--- src/rtl/div_pkg.sv ---
// Shared definitions for the shift-subtract divider: FSM state encoding and default operand width.
package div_pkg;

  localparam int DIV_N_DEFAULT = 4;

  typedef enum logic [1:0] {
    ST_IDLE = 2'd0,
    ST_RUN  = 2'd1,
    ST_DONE = 2'd2
  } div_state_e;

endpackage

--- src/rtl/div_step.sv ---
// One restoring-division iteration: shift the next dividend bit into the partial
// remainder, subtract the divisor when it fits, and emit the quotient bit.
module div_step
  import div_pkg::*;
#(
  parameter int N = DIV_N_DEFAULT
) (
  input  logic [N:0]   r_i,
  input  logic         bit_i,
  input  logic [N-1:0] b_i,
  output logic [N:0]   r_o,
  output logic         q_o
);

  logic [N:0] t;
  logic [N:0] b_ext;

  // r_i < b_i always holds, so r_i[N] is zero and dropping it in the shift is lossless.
  always_comb begin
    t     = (N+1)'({r_i, bit_i});
    b_ext = {1'b0, b_i};
    q_o   = (t >= b_ext);
    r_o   = q_o ? (t - b_ext) : t;
  end

endmodule

--- src/rtl/shift_sub_div.sv ---
// Sequential unsigned restoring divider, one quotient bit per clock, MSB first.
// Optional macro DIV_ZERO_EARLY_EN: a zero divisor finishes one cycle after start.
module shift_sub_div
  import div_pkg::*;
#(
  parameter int N = DIV_N_DEFAULT
) (
  input  logic         clk,
  input  logic         rst_n,
  input  logic         start,
  input  logic [N-1:0] A,
  input  logic [N-1:0] B,
  output logic [N-1:0] Q,
  output logic [N-1:0] R,
  output logic         busy,
  output logic         done,
  output logic         div_by_zero,
  output div_state_e   dbg_state
);

  localparam int IW = $clog2(N);
  localparam logic [IW-1:0] I_LAST = IW'(N - 1);

  div_state_e   state_q;
  logic [IW-1:0] i_q;
  logic [N-1:0] a_q;
  logic [N-1:0] b_q;
  logic [N:0]   r_q;
  logic [N-1:0] qw_q;
  logic [N-1:0] qw_d;
  logic [N-1:0] q_out_q;
  logic [N-1:0] r_out_q;
  logic         busy_q;
  logic         done_q;
  logic         dbz_q;

  logic [N:0]   step_r;
  logic         step_q;

  div_step #(.N(N)) u_step (
    .r_i   (r_q),
    .bit_i (a_q[i_q]),
    .b_i   (b_q),
    .r_o   (step_r),
    .q_o   (step_q)
  );

  always_comb begin
    qw_d      = qw_q;
    qw_d[i_q] = step_q;
  end

  // Handshake: start is taken only in IDLE or DONE; busy is high for the N
  // iteration cycles; done pulses for one cycle when Q/R/div_by_zero update.
  always_ff @(posedge clk or negedge rst_n) begin
    if (!rst_n) begin
      state_q <= ST_IDLE;
      i_q     <= '0;
      a_q     <= '0;
      b_q     <= '0;
      r_q     <= '0;
      qw_q    <= '0;
      q_out_q <= '0;
      r_out_q <= '0;
      busy_q  <= 1'b0;
      done_q  <= 1'b0;
      dbz_q   <= 1'b0;
    end else begin
      done_q <= 1'b0;
      case (state_q)
        ST_IDLE, ST_DONE: begin
          if (start) begin
            a_q  <= A;
            b_q  <= B;
            r_q  <= '0;
            i_q  <= I_LAST;
            qw_q <= '0;
`ifdef DIV_ZERO_EARLY_EN
            if (B == '0) begin
              state_q <= ST_DONE;
              q_out_q <= '1;
              r_out_q <= A;
              dbz_q   <= 1'b1;
              done_q  <= 1'b1;
            end else begin
              state_q <= ST_RUN;
              busy_q  <= 1'b1;
            end
`else
            state_q <= ST_RUN;
            busy_q  <= 1'b1;
`endif
          end else begin
            state_q <= ST_IDLE;
          end
        end
        ST_RUN: begin
          r_q  <= step_r;
          qw_q <= qw_d;
          if (i_q == '0) begin
            state_q <= ST_DONE;
            busy_q  <= 1'b0;
            done_q  <= 1'b1;
            q_out_q <= qw_d;
            r_out_q <= step_r[N-1:0];
            dbz_q   <= (b_q == '0);
          end else begin
            i_q <= i_q - 1'b1;
          end
        end
        default: begin
          state_q <= ST_IDLE;
          busy_q  <= 1'b0;
        end
      endcase
    end
  end

  assign Q           = q_out_q;
  assign R           = r_out_q;
  assign busy        = busy_q;
  assign done        = done_q;
  assign div_by_zero = dbz_q;
  assign dbg_state   = state_q;

endmodule

--- config.mk ---
export PLATFORM = sky130hd
export DESIGN_NAME = shift_sub_div
export DESIGN_NICKNAME = d
export VERILOG_FILES = /design/src/rtl/div_pkg.sv /design/src/rtl/div_step.sv /design/src/rtl/shift_sub_div.sv
export SDC_FILE = /design/constraint.sdc
export NUM_CORES = 1
export LEC_CHECK = 0
export ABC_AREA = 0
export ABC_CLOCK_PERIOD_IN_PS = 2800
export CORE_AREA = 2 2 62 52
export CTS_BUF_LIST = sky130_fd_sc_hd__clkbuf_2 sky130_fd_sc_hd__clkbuf_4 sky130_fd_sc_hd__clkbuf_8
export DETAILED_ROUTE_END_ITERATION = 12
export DIE_AREA = 0 0 64 54
export GPL_ROUTABILITY_DRIVEN = 0
export PLACE_DENSITY = 0.79
export SKIP_LAST_GASP = 1
export SYNTH_ARGS = -nofsm -noshare
export SYNTH_HDL_FRONTEND = slang
export SYNTH_SLANG_ARGS = --single-unit
--- constraint.sdc ---
create_clock -name clk -period 2.8 [get_ports clk]
set_input_delay 0.56 -clock clk [delete_from_list [all_inputs] [get_ports clk]]
set_output_delay 0.56 -clock clk [all_outputs]
set_load 0.01 [all_outputs]
==> metrics.cfg <==
[clock_network]
clock_sinks=30
cts_tree=yes
ctsRootBufferMaster=clkbuf_4
clkTransAtPathRegs_ns=0.09
clkLatencyLatePin_ns=0.34
clk_path_buf_depth=2
hold_buffers=0
cts_resized=0
cts_max_level=2
cts_inserted_buffers=5
cts_setup_buffers=0

[cells_and_area]
n_antenna_cell=0
nNetsFinal=197
drive_gt1_share_pct=9.66
syn_to_final_growth_pct=22.2

[sta]
fin_crit_sh_pct=87.0
rsz0062_at_grt=false
max_slew_margin_pct=64.0
fin_hold_ws_ns=0.477
totalNegativeSetupSlack_ns=0
report.final.slew_viol_count=0
tightestPinTransition_ns=0.538
fin_worst_skew_ns=0.00358
timing.final.crit_period_ns=2.44
fmax_mhz=410
finalSetupViolCount=0
hold_viol=0

[global_routing]
grt_pass1_vias=1204
antenna_found_initial=0
grt_use_total_pct=21.7
grt_start_max_net_pins=31
overflow=0
grt_pass1_wl_um=5370

[status]
outcome=finished clean

[floorplanning]
core_area_um2=2910
dieArea_um2=3460
die_h_um=54
rows=18
start_util_pct=51.9
io_pins=24
die_w_um=64

[logic_synthesis]
synth_fp_nets=169
ys_seq_area_share_pct=49.8
yosysWarningCount=0
yosys.cell_types.count=31
avgSynthCellArea_um2=10.1
synth.cell_area_um2=1510
syn_inst=149
ys_ff_latch=30

[setup_path]
max_stage_delay_ns=0.56
crit_family=compound AO/OA/AOI/OAI gates
crit_required_ns=3.03
cp_max_fo=6
start_kind=register
worstPathCellList=mux4_2 > inv_1 > ha_1 > nor2b_4 > o311a_4 > or3_1 > a32o_1
cp-end-kind=register
path_buf_inv=1
cp_slowest_cell=mux4_2
criticalPathCategory=register to register
arrival_ns=2.66

[power_and_ir_drop]
ir_worst_vdd_uv=591
p_per_area_nw_per_um2=1340
leakagePower_nw=0.867

[run]
cap_violations=0

[placed_design]
port_buffers=23
dp_hpwl_um=2250

[detailed_routing]
antenna_left=0
wire_per_inst_um=14.5
drt_iter0_drc=77
via_per_inst=5.56
vias=1202
drt_first_pass_iters=5
routed_wl_um=3120
route.detailed.drc=0

[hold_path]
hold_class=register to register

[worst paths after layout]
kind	start	to	slack [ns]	depth (start not counted)
min in group asynchronous	rst_n	done	0.61	2
min	R[0]	R[0]	0.48	2
max reg2reg	i_q[0]	r_q[2]	0.36	7
min reg2reg	R[0]	R[0]	0.48	2
max in group asynchronous	rst_n	qw_q[2]	1.91	2
max	i_q[0]	r_q[2]	0.36	7
[metal layers]
metal / GRT usage (%) / vias to the layer above / share of wire (%)
li1: - / 572 / -
met1: 25.6 / 574 / 45
met2: 33.7 / 47 / 45
met3: 9.21 / 9 / 7.4
met4: 12.7 / 0 / 2.2
met5: 0 / - / 0
[layout make-up]
cell class / count / area [um^2]
fill: 243 / 1060
sequential: 30 / 751
tap: 40 / 50.0
timing repair buffer: 26 / 253
clock buffer: 6 / 51.3
multi-input combinational: 104 / 699
inverter: 10 / 37.5
[worst reg2reg max path, cell delays in order, from the launching register on]
cell     delay, ns
dfrtp_1       0.46
mux4_2        0.56
inv_1         0.08
ha_1          0.23
nor2b_4       0.08
o311a_4       0.33
or3_1         0.33
a32o_1        0.26
[cell usage after synthesis (all sizes together)]
library cell	number	area (um^2)
o31a	1	10.0
dfrtp	30	751
or3	1	6.26
a21o	3	22.5
or4	1	7.51
o31ai	2	15.0
or2	1	8.76
o311a	1	21.3
ha	8	100
o21ai	13	65.1
a21oi	2	10.0
nand2	30	113
a32o	5	50.1
and2	3	18.8
a311oi	3	26.3
a31o	2	17.5
mux4	1	22.5
nor3	2	10.0
o311ai	1	26.3
o211ai	2	15.0
xor2	1	8.76
nand3	2	10.0
inv	10	37.5
buf	1	5.00
fa	1	20.0
nand2b	2	12.5
nand4	3	18.8
nor2b	3	26.3
nor2	10	37.5
clkbuf	4	15.0
[stage by stage]
stage	total power [W]	setup WS, ns	util [%]	cell area [um^2]	std cells
detailed placement	0.00220	0.389	61.6	1790	210
CTS	0.00246	0.365	63.4	1840	216
global route	0.00266	0.283	63.4	1840	216
finish	0.00247	0.364	63.4	1840	216
floorplan	0.00177	0.517	-	1510	149
global placement	0.00213	0.468	61.6	1790	210
[cell usage in the layout, fill, tap and decap left out, drive strengths merged]
cell,n
a311oi,3
xor2,1
o311a,1
nand3,2
a21o,3
clkdlybuf4s50,23
o211ai,2
nor2,10
nand2,30
a21oi,2
or2,1
inv,10
o21ai,13
or4,1
nor2b,3
or3,1
dfrtp,30
ha,8
a32o,5
clkbuf,6
o311ai,1
and2,3
fa,1
nor3,2
a31o,2
o31ai,2
nand4,3
o31a,1
buf,3
mux4,1
nand2b,2
[power by group]
part	total [W]	switching [W]	internal, W
registers	0.000763	0.000129	0.000634
logic	0.00145	0.000794	0.000656
clock network	0.000254	0.000141	0.000113
[state kept, by name (all words and copies together) (netlist names)]
signal and flops:
Q 4, b_q 4, i_q 2, R 4, div_by_zero 1, a_q 4
dbg_state 2, qw_q 3, r_q 4, done 1, busy 1
[cells by family (layout without fill, tap and decap cells)]
logic type | count (synthesis) | count (layout) | share of synthesized area [%]
AND/OR/NAND/NOR | 58 | 58 | 17.8
buffers and inverters | 15 | 42 | 3.82
XOR/XNOR | 1 | 1 | 0.581
flip-flops | 30 | 30 | 49.8
adder cells (fa/ha/maj) | 9 | 9 | 7.97
multiplexers | 1 | 1 | 1.49
AO/OA/AOI/OAI | 35 | 35 | 18.5
No activity file was read; power rests on OpenSTA's default activity.
